==> src/rtl/i2c_entity.sv <==
// rtl/i2c_entity.sv - I2C master for 16-bit register-addressed writes and reads
// Purpose: issues START, {addr,W}, register high/low bytes, then either write
//   data bytes or a repeated START, {addr,R} and received bytes, then STOP.
//   Each bit is four quarters of CLKS_PER_QUARTER clocks. Lines are open-drain:
//   the pad drive value is always 0 and only the tristate controls change.
// Optional feature: define I2C_CLOCK_STRETCH_EN to let a slave stretch SCL
//   (the high phase waits until SCL_out reads back high).
// Ports:
//   clock, reset              system clock, synchronous active-high reset
//   start, ready              transaction request / idle indication
//   slave_adress, register_address, is_read, nb_of_bytes  transaction setup
//   data_in                   write data, sampled as each write byte begins
//   SCL_out, SDA_out          pad readback
//   SCL_in, SDA_in            pad drive value (constant 0)
//   SCL_t, SDA_t              tristate control, 1 = release, 0 = pull low
//   data_out                  last two received bytes, newest in [7:0]
//   error_out                 last transaction aborted on a slave NACK
module i2c_entity #(
    parameter int CLKS_PER_QUARTER = 250
) (
    input  logic        clock,
    input  logic        reset,
    input  logic        start,
    input  logic [6:0]  slave_adress,
    input  logic [15:0] register_address,
    input  logic        is_read,
    input  logic [9:0]  nb_of_bytes,
    input  logic [7:0]  data_in,
    input  logic        SCL_out,
    input  logic        SDA_out,
    output logic        SCL_in,
    output logic        SDA_in,
    output logic        SCL_t,
    output logic        SDA_t,
    output logic [15:0] data_out,
    output logic        ready,
    output logic        error_out
);

    typedef enum logic [3:0] {
        S_IDLE, S_START, S_ADDR_W, S_REG_HI, S_REG_LO,
        S_WR_DATA, S_RSTART, S_ADDR_R, S_RD_DATA, S_STOP
    } state_t;

    localparam logic [15:0] QEND = 16'(CLKS_PER_QUARTER - 1);

    state_t      state;
    logic [15:0] cnt;
    logic [1:0]  quarter;
    logic [3:0]  bit_idx;       // 0..7 data bits, 8 = acknowledge bit
    logic [6:0]  addr_q;
    logic [15:0] reg_q;
    logic        read_q;
    logic [9:0]  bytes_left;
    logic [7:0]  tx_shift;
    logic [6:0]  rx_shift;
    logic        nack;

    logic        is_tx;
    logic        is_rx;
    logic        is_cond;
    logic        last_byte;
    logic        q_start;
    logic        q_end;
    logic        stretch_hold;
    logic [7:0]  tx_byte;

    assign SCL_in = 1'b0;
    assign SDA_in = 1'b0;

    always_comb begin
        is_tx     = (state == S_ADDR_W) || (state == S_REG_HI) || (state == S_REG_LO) ||
                    (state == S_WR_DATA) || (state == S_ADDR_R);
        is_rx     = (state == S_RD_DATA);
        is_cond   = (state == S_START) || (state == S_RSTART);
        last_byte = (bytes_left == 10'd1);
        q_start   = (cnt == 16'd0);
        q_end     = (cnt == QEND);
        tx_byte   = 8'h00;
        case (state)
            S_ADDR_W:  tx_byte = {addr_q, 1'b0};
            S_REG_HI:  tx_byte = reg_q[15:8];
            S_REG_LO:  tx_byte = reg_q[7:0];
            S_WR_DATA: tx_byte = data_in;
            S_ADDR_R:  tx_byte = {addr_q, 1'b1};
            default:   tx_byte = 8'h00;
        endcase
    end

`ifdef I2C_CLOCK_STRETCH_EN
    // SCL was released at the first cycle of Q1; while the slave still holds
    // it low, park the count so the high phase is timed from the release.
    assign stretch_hold = (quarter == 2'd1) && (cnt != 16'd0) && !SCL_out;
`else
    logic unused_scl_out;
    assign unused_scl_out = SCL_out;
    assign stretch_hold   = 1'b0;
`endif

    always_ff @(posedge clock) begin
        if (reset) begin
            state      <= S_IDLE;
            cnt        <= '0;
            quarter    <= '0;
            bit_idx    <= '0;
            addr_q     <= '0;
            reg_q      <= '0;
            read_q     <= 1'b0;
            bytes_left <= '0;
            tx_shift   <= '0;
            rx_shift   <= '0;
            nack       <= 1'b0;
            SCL_t      <= 1'b1;
            SDA_t      <= 1'b1;
            data_out   <= '0;
            ready      <= 1'b1;
            error_out  <= 1'b0;
        end else if (state == S_IDLE) begin
            SCL_t <= 1'b1;
            SDA_t <= 1'b1;
            if (start) begin
                addr_q     <= slave_adress;
                reg_q      <= register_address;
                read_q     <= is_read;
                bytes_left <= nb_of_bytes;
                error_out  <= 1'b0;
                ready      <= 1'b0;
                nack       <= 1'b0;
                cnt        <= '0;
                quarter    <= '0;
                bit_idx    <= '0;
                state      <= S_START;
            end
        end else begin
            if (stretch_hold) begin
                cnt <= 16'd1;
            end else if (q_end) begin
                cnt     <= '0;
                quarter <= quarter + 2'd1;
            end else begin
                cnt <= cnt + 16'd1;
            end

            // Line actions happen on the first cycle of each quarter.
            if (q_start) begin
                case (quarter)
                    2'd0: begin
                        if (is_cond) begin
                            SDA_t <= 1'b1;          // SCL left as is: high from idle, low mid-frame
                        end else if (state == S_STOP) begin
                            SCL_t <= 1'b0;
                            SDA_t <= 1'b0;
                        end else if (is_tx) begin
                            SCL_t <= 1'b0;
                            if (bit_idx == 4'd8) begin
                                SDA_t <= 1'b1;
                            end else if (bit_idx == 4'd0) begin
                                SDA_t    <= tx_byte[7];
                                tx_shift <= {tx_byte[6:0], 1'b0};
                            end else begin
                                SDA_t    <= tx_shift[7];
                                tx_shift <= {tx_shift[6:0], 1'b0};
                            end
                        end else begin
                            SCL_t <= 1'b0;
                            // Master ACKs every received byte but NACKs the last one.
                            SDA_t <= (bit_idx == 4'd8) ? last_byte : 1'b1;
                        end
                    end
                    2'd1: SCL_t <= 1'b1;
                    2'd2: begin
                        if (is_cond) begin
                            SDA_t <= 1'b0;
                        end else if (state == S_STOP) begin
                            SDA_t <= 1'b1;
                        end else if (is_tx && (bit_idx == 4'd8)) begin
                            nack <= SDA_out;
                        end else if (is_rx && (bit_idx != 4'd8)) begin
                            rx_shift <= {rx_shift[5:0], SDA_out};
                            if (bit_idx == 4'd7) begin
                                data_out <= {data_out[7:0], rx_shift, SDA_out};
                            end
                        end
                    end
                    default: begin
                        if (state != S_STOP) begin
                            SCL_t <= 1'b0;
                        end
                    end
                endcase
            end

            if (q_end && (quarter == 2'd3)) begin
                case (state)
                    S_START:  state <= S_ADDR_W;
                    S_RSTART: state <= S_ADDR_R;
                    S_STOP: begin
                        state <= S_IDLE;
                        ready <= 1'b1;
                        SCL_t <= 1'b1;
                        SDA_t <= 1'b1;
                    end
                    default: begin
                        if (bit_idx != 4'd8) begin
                            bit_idx <= bit_idx + 4'd1;
                        end else begin
                            bit_idx <= '0;
                            if (is_tx && nack) begin
                                state     <= S_STOP;
                                error_out <= 1'b1;
                            end else begin
                                case (state)
                                    S_ADDR_W: state <= S_REG_HI;
                                    S_REG_HI: state <= S_REG_LO;
                                    S_REG_LO: begin
                                        if (bytes_left == 10'd0) begin
                                            state <= S_STOP;
                                        end else if (read_q) begin
                                            state <= S_RSTART;
                                        end else begin
                                            state <= S_WR_DATA;
                                        end
                                    end
                                    S_ADDR_R: state <= S_RD_DATA;
                                    default: begin
                                        bytes_left <= bytes_left - 10'd1;
                                        if (last_byte) begin
                                            state <= S_STOP;
                                        end
                                    end
                                endcase
                            end
                        end
                    end
                endcase
            end
        end
    end

endmodule

==> config.mk <==
export PLATFORM = sky130hd
export DESIGN_NAME = i2c_entity
export DESIGN_NICKNAME = d
export VERILOG_FILES = /design/src/rtl/i2c_entity.sv
export SDC_FILE = /design/constraint.sdc
export NUM_CORES = 1
export LEC_CHECK = 0
export CAP_MARGIN = 0
export CORE_AREA = 5 5 122 182
export DETAILED_ROUTE_END_ITERATION = 10
export DIE_AREA = 0 0 127 187
export PLACE_DENSITY_LB_ADDON = 0.3
export SLEW_MARGIN = 25
export SYNTH_ARGS = -nofsm -noshare
export SYNTH_HDL_FRONTEND = slang
export SYNTH_SLANG_ARGS = --single-unit
==> constraint.sdc <==
create_clock -name clock -period 3.3 [get_ports clock]
set_clock_uncertainty 0.15 [all_clocks]
set_input_delay 0.66 -clock clock [delete_from_list [all_inputs] [get_ports clock]]
set_output_delay 0.66 -clock clock [all_outputs]
set_load 0.05 [all_outputs]
==> summary.md, run 1 <==
| Metric | Value |
|---|---|
| IO Port Bufs | 65 |
| Area grow syn2layout | 23.6% |
| Slew HR | 55.6% |
| Hold_sp | reg_q[0] |
| Pwr Density | 672 mW/mm² |
| Io pins | 69 |
| Post-synth top flop | dfxtp_1 |
| Insertion delay to the later sink of the worst-skew pair | 340 ps |
| FILL cells | 2223 |
| M3 GR Usage | 1.63% |
| Minimum clock period | 2670 ps |
| Post-cts resize count | 0 |
| CP arrival | 2780 ps |
| DRC | 0 |
| Synth warn | 0 |
| Worst r2r src | cnt[9] |
| Cell Area, Synth | 0.00499 mm² |
| Num CTS Buffers | 9 |
| Final std cells w/o fill | 914 |
| Leak | 0.00229 µW |
| Antenna Nets Post-Route | 0 |
| Crit Path Class | reg2reg |
| Critical Path End Type | flop |
| Max VDD drop | 0.241 mV |
| Vias in the first global route | 4621 |
| Period utilization | 81.0% |
| GRT busiest layer | met2 |
| Remaining Overflow, GRT | 0 |
| Post-Synth Simple-Gate Area | 25.3% |
| Hold depth | 2 |
| DPL Wire Length | 9790 µm |
| Met2 Use GR | 21.1% |
| RSZ-0062 raised after global routing | no |
| Final Max Slew Viols | 0 |
| Top cell type's share of synthesized area | 38.1% |
| Seq cells post-synth | 95 |
| Slew of the pin with the lowest slew margin | 665 ps |
| Met1 Use GR | 13.3% |
| Synth Area in Adders | 3.01% |
| Number of enable flip-flop cells after synthesis | 0 |
| R2R Path End | bit_idx[1] |
| Final Hold Fails | 0 |
| CTS Hold Buffers Added | 0 |
| Clock transition at path regs | 70 ps |
| Compound-gate portion of the synthesized area | 21.9% |
| Die Ht | 187 µm |
| Largest net degree at the start of global routing | 45 |
| Seq/Total Area, Yosys | 38.1% |
| Fraction of layout cells with a size suffix above 1 | 7.54% |
| Total setup buffers inserted after CTS | 0 |
| Total Routing Usage GR | 11.5% |
| Synth area leaders | dfxtp_1 38%, a21oi_1 6.1%, nand2_1 6.0%, mux2i_1 5.8%, nor2_1 4.4% |
| Antenna Cells | 0 |
| Maximum fanout along the worst path | 16 |
| First drt pass iteration count | 7 |
| Combinational family with the most area after synthesis | simple AND/OR/NAND/NOR gates |
| CTS tree | done |
| Max_cap viols | 0 |
| Final net count | 704 |
| Sink Count | 95 |
| Initial antenna violation count | 0 |
| Cells after DPL | 898 |
| Endpoints failing setup | 0 |
| XOR/XNOR Fraction of Synth Area | 0.176% |
| FF-to-FF setup slack | 630 ps |
| Via density | 5.02 |
| Max Root-Sink Buffers | 2 |
| Die area | 0.0237 mm² |
| H-tree level count | 3 |
| Mux contribution to synthesized area | 5.82% |
| Cell count after synthesis | 607 |
| Worst hold path endpoint | reg_q[0] |
| Syn_area_per_cell | 8.22 µm² |
| Clock root cell | clkbuf_16 |
| Hold Crit Class | reg2reg |
| Required time of the critical path | 3410 ps |
| Async S/R FF share, synth | 0% |
| Routed WL | 13700 µm |
| Total number of vias | 4586 |
| Reg2Reg Depth | 5 |
| Crit path from | cnt[9] |
| Setup TNS | 0 ps |
| Initial DRC Count | 190 |
| Synth area leader | dfxtp_1 |
| Routability-driven placement congestion ratio | 0.794 |
| CORE AREA | 0.0203 mm² |
| Status | finished clean |
| Setup crit start kind | flop |
| Max Fclk | 0.374 GHz |
| Initial Utilization | 24.5% |
| Routed WL per cell | 15.0 µm |
| Die width | 127 µm |
| Unique masters post-synth | 74 |
| First-pass GRT wire length | 22800 µm |
| # rows | 64 |
==> sequential cells by signal, summed over array words and instances (netlist names) <==
register and cells:
rx_shift 7, SCL_t 1, reg_q 16, data_out 16
bytes_left 10, quarter 2, bit_idx 4, SDA_t 1
ready 1, read_q 1, error_out 1, cnt 16
tx_shift 7, addr_q 7, state 4, nack 1
==> worst max-delay path by stage <==
| stage | cells after the start | end | slack [ps] |
|---|---|---|---|
| 2_1_floorplan | 5 | bit_idx[1] | 1050 |
| 3_3_place_gp | 5 | bit_idx[1] | 680 |
| 3_5_place_dp | 5 | bit_idx[1] | 650 |
| 4_1_cts | 5 | bit_idx[1] | 630 |
| 5_1_grt | 5 | bit_idx[1] | 500 |
| 6_report | 5 | bit_idx[1] | 630 |
==> report_power, final <==
group	switching [µW]	internal (µW)
clock network	451	663
registers	126	1300
logic	1040	567
total	1620	2530
==> layout by cell type, fill, tap and decap left out, types with 3 or more instances in the layout <==
master and n:
dfxtp_1 95, nand2_1 80, clkdlybuf4s50_1 64, a21oi_1 60, nor2_1 58, mux2i_1 29, nand3_1 22, buf_4 14
inv_1 13, o21ai_0 13, nor3_1 12, nor4_1 12, ha_1 12, a311oi_1 11, o31ai_1 9, clkbuf_16 9
nand2b_1 8, or3_1 6, or4_1 6, a41oi_1 6, o311ai_1 6, a222oi_1 6, a211oi_1 6, nand3b_1 5
nand4_1 5, a22oi_1 5, a31oi_1 4, o311ai_0 3, and2_1 3, a211o_1 3, and3_1 3, or3b_2 3
o211ai_1 3, clkinv_2 3
==> cells by family (layout without fill, tap and decap cells) <==
group | Yosys count | after routing
adders and majority gates | 12 | 12
buffers and inverters | 66 | 108
AOI/OAI and AO/OA | 157 | 157
other | 1 | 2
xor gates and xnor gates | 1 | 1
and+or+nand+nor | 246 | 246
DFF | 95 | 95
muxes | 29 | 29
==> Yosys cell counts, types with 2 or more instances <==
cell      number
a211oi_1       6
a221o_1        2
nand3_1       22
o311ai_1       6
a41oi_1        6
a211o_1        3
a311oi_1      11
and2_1         3
o21a_1         2
nand2_1       80
buf_1          2
and3b_1        2
a31oi_1        4
nor2_1        58
buf_2          5
or3b_2         3
a22oi_1        5
o311ai_0       3
o211ai_1       3
a21oi_1       61
clkbuf_1      40
ha_1          12
nand2b_1       8
buf_4          5
or4_1          6
nand3b_1       5
or3_1          6
a222oi_1       6
and3_1         3
inv_1         13
mux2i_1       29
nor3b_1        2
dfxtp_1       95
and4_1         2
nand4_1        5
nor2b_1        2
nor4_1        13
o21ai_0       13
nor3_1        12
o31ai_1        9
==> through the flow <==
| step | cell area (µm²) | hold slack, ps | utilization, % | power (µW) | setup WS [ps] |
|---|---|---|---|---|---|
| floorplan | 4990 | 282 | - | 2600 | 1050 |
| global placement | 5850 | 293 | 28.8 | 3060 | 678 |
| detailed placement | 5850 | 297 | 28.8 | 3060 | 645 |
| CTS | 6170 | 306 | 30.3 | 4190 | 625 |
| global route | 6170 | 317 | 30.3 | 4410 | 501 |
| finish | 6170 | 305 | 30.3 | 4140 | 628 |
==> worst max-delay path: stages (launching register included) <==
cell and delay [ps]:
dfxtp_1 360, or4_4 560, nor4b_4 460, a41oi_4 390
or4_1 590, o31ai_1 80
==> area by class of cell <==
class | instances | area (µm²) | share of cell area (%)
multi-input combinational | 447 | 2820 | 45.8
inverter | 13 | 48.8 | 0.791
sequential | 95 | 1900 | 30.8
tap | 264 | 330 | 5.36
timing repair buffer | 79 | 751 | 12.2
clock inverter | 6 | 83.8 | 1.36
clock buffer | 10 | 229 | 3.71
==> per-layer routing <==
layer,share of wire (%),vias to the layer above
met5,0,-
met4,1.4,0
met3,3.4,10
met2,52,91
met1,43,2168
li1,-,2317
No activity file was read; power rests on OpenSTA's default activity.
==> run 2, diff against run 1 <==
- clock period: 3.3 -> 2.8 ns (I/O delays scaled with it)
==> run 2 against run 1 <==
  * Clock power grew 5%
  * Setup slack worse by 370 ps
  * Power grew 15%
  * Non-clock buffer count is 7 higher
  * First-iteration DRC count up 7.9%
  * Combinational power grew 19%
  * Sequential share of layout area shrank 0.17 points
  * Final cell count grew 0.77%
  * Cell area is 0.57% higher
  * Sequential power rose by 18%
==> summary.md, run 2 (same netlist as run 1, synthesis figures left out) <==
| Metric | Value |
|---|---|
| Antenna Cells | 0 (unchanged) |
| Final std cells w/o fill | 921 (+0.77%) |
| Setup TNS | 0 ps (unchanged) |
| Final Power | 4750 µW (+15%) |
| CTS Hold Buffers Added | 0 (unchanged) |
| Routed WL | 13800 µm (+0.50%) |
| Final Hold Fails | 0 (unchanged) |
| Final Max Slew Viols | 0 (unchanged) |
| IO Port Bufs | 65 (unchanged) |
| Via density | 4.93 (-1.6%) |
| Fraction of layout cells with a size suffix above 1 | 8.52% (+0.99 points) |
| Post-cts resize count | 0 (unchanged) |
| # rows | 64 (unchanged) |
| Max Fclk | 0.393 GHz (+5.0%) |
| CTS tree | done |
| Critical Path End Type | flop |
| Pwr Density | 766 mW/mm² (+14%) |
| Clock root cell | clkbuf_16 |
| Initial antenna violation count | 0 (unchanged) |
| FILL cells | 2228 (+0.22%) |
| Area grow syn2layout | 24.3% |
| Endpoints failing setup | 0 (unchanged) |
| Area of the multi-input gates | 0.00283 mm² (+0.27%) |
| CP arrival | 2650 ps (-130 ps) |
| Minimum clock period | 2550 ps (-126 ps) |
| Sink Count | 95 (unchanged) |
| Initial Utilization | 24.5% (unchanged) |
| RSZ-0062 raised after global routing | no |
| Routed WL per cell | 15.0 µm (-0.27%) |
| Num CTS Buffers | 9 (unchanged) |
| Clock transition at path regs | 70 ps (about the same) |
| Io pins | 69 (unchanged) |
| Maximum fanout along the worst path | 16 (unchanged) |
| Antenna Nets Post-Route | 0 (unchanged) |
| Hold Crit Class | reg2reg |
| Status | finished clean |
| Max Root-Sink Buffers | 2 (unchanged) |
| Cells after DPL | 905 (+0.78%) |
| Die width | 127 µm (unchanged) |
| Fin util | 30.5% (+0.17 points) |
| Remaining Overflow, GRT | 0 (unchanged) |
| Reg area | 0.00190 mm² (unchanged) |
| Die Ht | 187 µm (unchanged) |
| Insertion delay to the later sink of the worst-skew pair | 350 ps (about the same) |
| H-tree level count | 3 (unchanged) |
| Vias in the first global route | 4528 (-2.0%) |
| Routability-driven placement congestion ratio | 0.824 (+3.8%) |
| Die area | 0.0237 mm² (unchanged) |
| Slew of the pin with the lowest slew margin | 712 ps (+47.3 ps) |
| Max VDD drop | 0.275 mV (+14%) |
| CORE AREA | 0.0203 mm² (unchanged) |
| Slew HR | 52.4% (-3.2 points) |
| First drt pass iteration count | 5 (-2) |
| First-pass GRT wire length | 23100 µm (+1.5%) |
| Max_cap viols | 0 (unchanged) |
| DPL Wire Length | 9770 µm (-0.20%) |
| Total setup buffers inserted after CTS | 0 (unchanged) |
| Leak | 0.00230 µW (+0.53%) |
| Setup crit start kind | flop |
| Total number of vias | 4545 (-0.89%) |
| Largest net degree at the start of global routing | 92 (+100%) |
| Final net count | 711 (+0.99%) |
| Required time of the critical path | 2910 ps (-500 ps) |
| DRC | 0 (unchanged) |
| Total Routing Usage GR | 11.7% (+0.23 points) |
| Most frequent cells in the layout | 95 x dfxtp_1, 80 x nand2_1, 64 x clkdlybuf4s50_1 |
| Crit Path Class | reg2reg |
| Period utilization | 90.9% (+9.9 points) |
| Top Registers | cnt: 16 flops, data_out: 16 flops, reg_q: 16 flops |
| Initial DRC Count | 205 (+7.9%) |
| Commonest non-fill, non-tap cell in the layout | dfxtp_1 |
[run 2: cell count changes in the layout (fill, tap and decap cells not counted)]
cell | before | now
a21oi_2 | 1 | 0
a21oi_4 | 0 | 1
buf_12 | 0 | 1
buf_4 | 14 | 20
bufinv_16 | 2 | 0
clkinv_2 | 3 | 1
clkinv_4 | 0 | 2
clkinvlp_4 | 0 | 2
[run 2: path summary, 6_finish.rpt]
check	startpoint	end	slack, ps	cells past startpoint
max	cnt[9]	bit_idx[1]	250	5
min	addr_q[6]	addr_q[6]	310	2
max reg2reg	cnt[9]	bit_idx[1]	250	5
min reg2reg	addr_q[6]	addr_q[6]	310	2
[run 2: report_power, final]
group          switching, µW  internal, µW
registers                138          1530
clock network            556           608
logic                   1240           683
total                   1930          2820
[run 2: area by class of cell]
type	count	share of cell area (%)
multi-input cells	447	45.6
flip-flops and latches	95	30.7
repair buffers	86	13.2
well taps	264	5.33
clock buffers	10	3.69
inverters	13	0.787
clock inverters	6	0.747
[run 2: per-layer routing]
| layer | routed length [µm] | share of wire, % | GRT usage, % |
|---|---|---|---|
| met3 | 386 | 2.8 | 1.63 |
| met2 | 7020 | 51 | 20.5 |
| met1 | 6190 | 45 | 14.6 |
| met5 | 0 | 0 | 0 |
| met4 | 198 | 1.4 | 4.05 |
[run 2: through the flow]
stage                     worst slack [ps]  hold WS [ps]  area, µm²
final                                  255           307       6200
after global routing                  80.3           318       6200
after CTS                              224           306       6200
after detailed placement               242           297       5930
after global placement                 250           293       5920
after floorplan                        550           282       4990
[run 2: critical path, cell delays in order, from the launching register on]
cell	delay, ps
dfxtp_1	360
or4_4	570
nor4b_4	360
a41oi_4	350
or4_1	580
o31ai_1	80
==> run 3, diff against run 2 <==
- SKIP_CTS_REPAIR_TIMING: not set -> 1
==> results of run 3 <==
Final layout, timing and power as in run 2 (identical DEF).
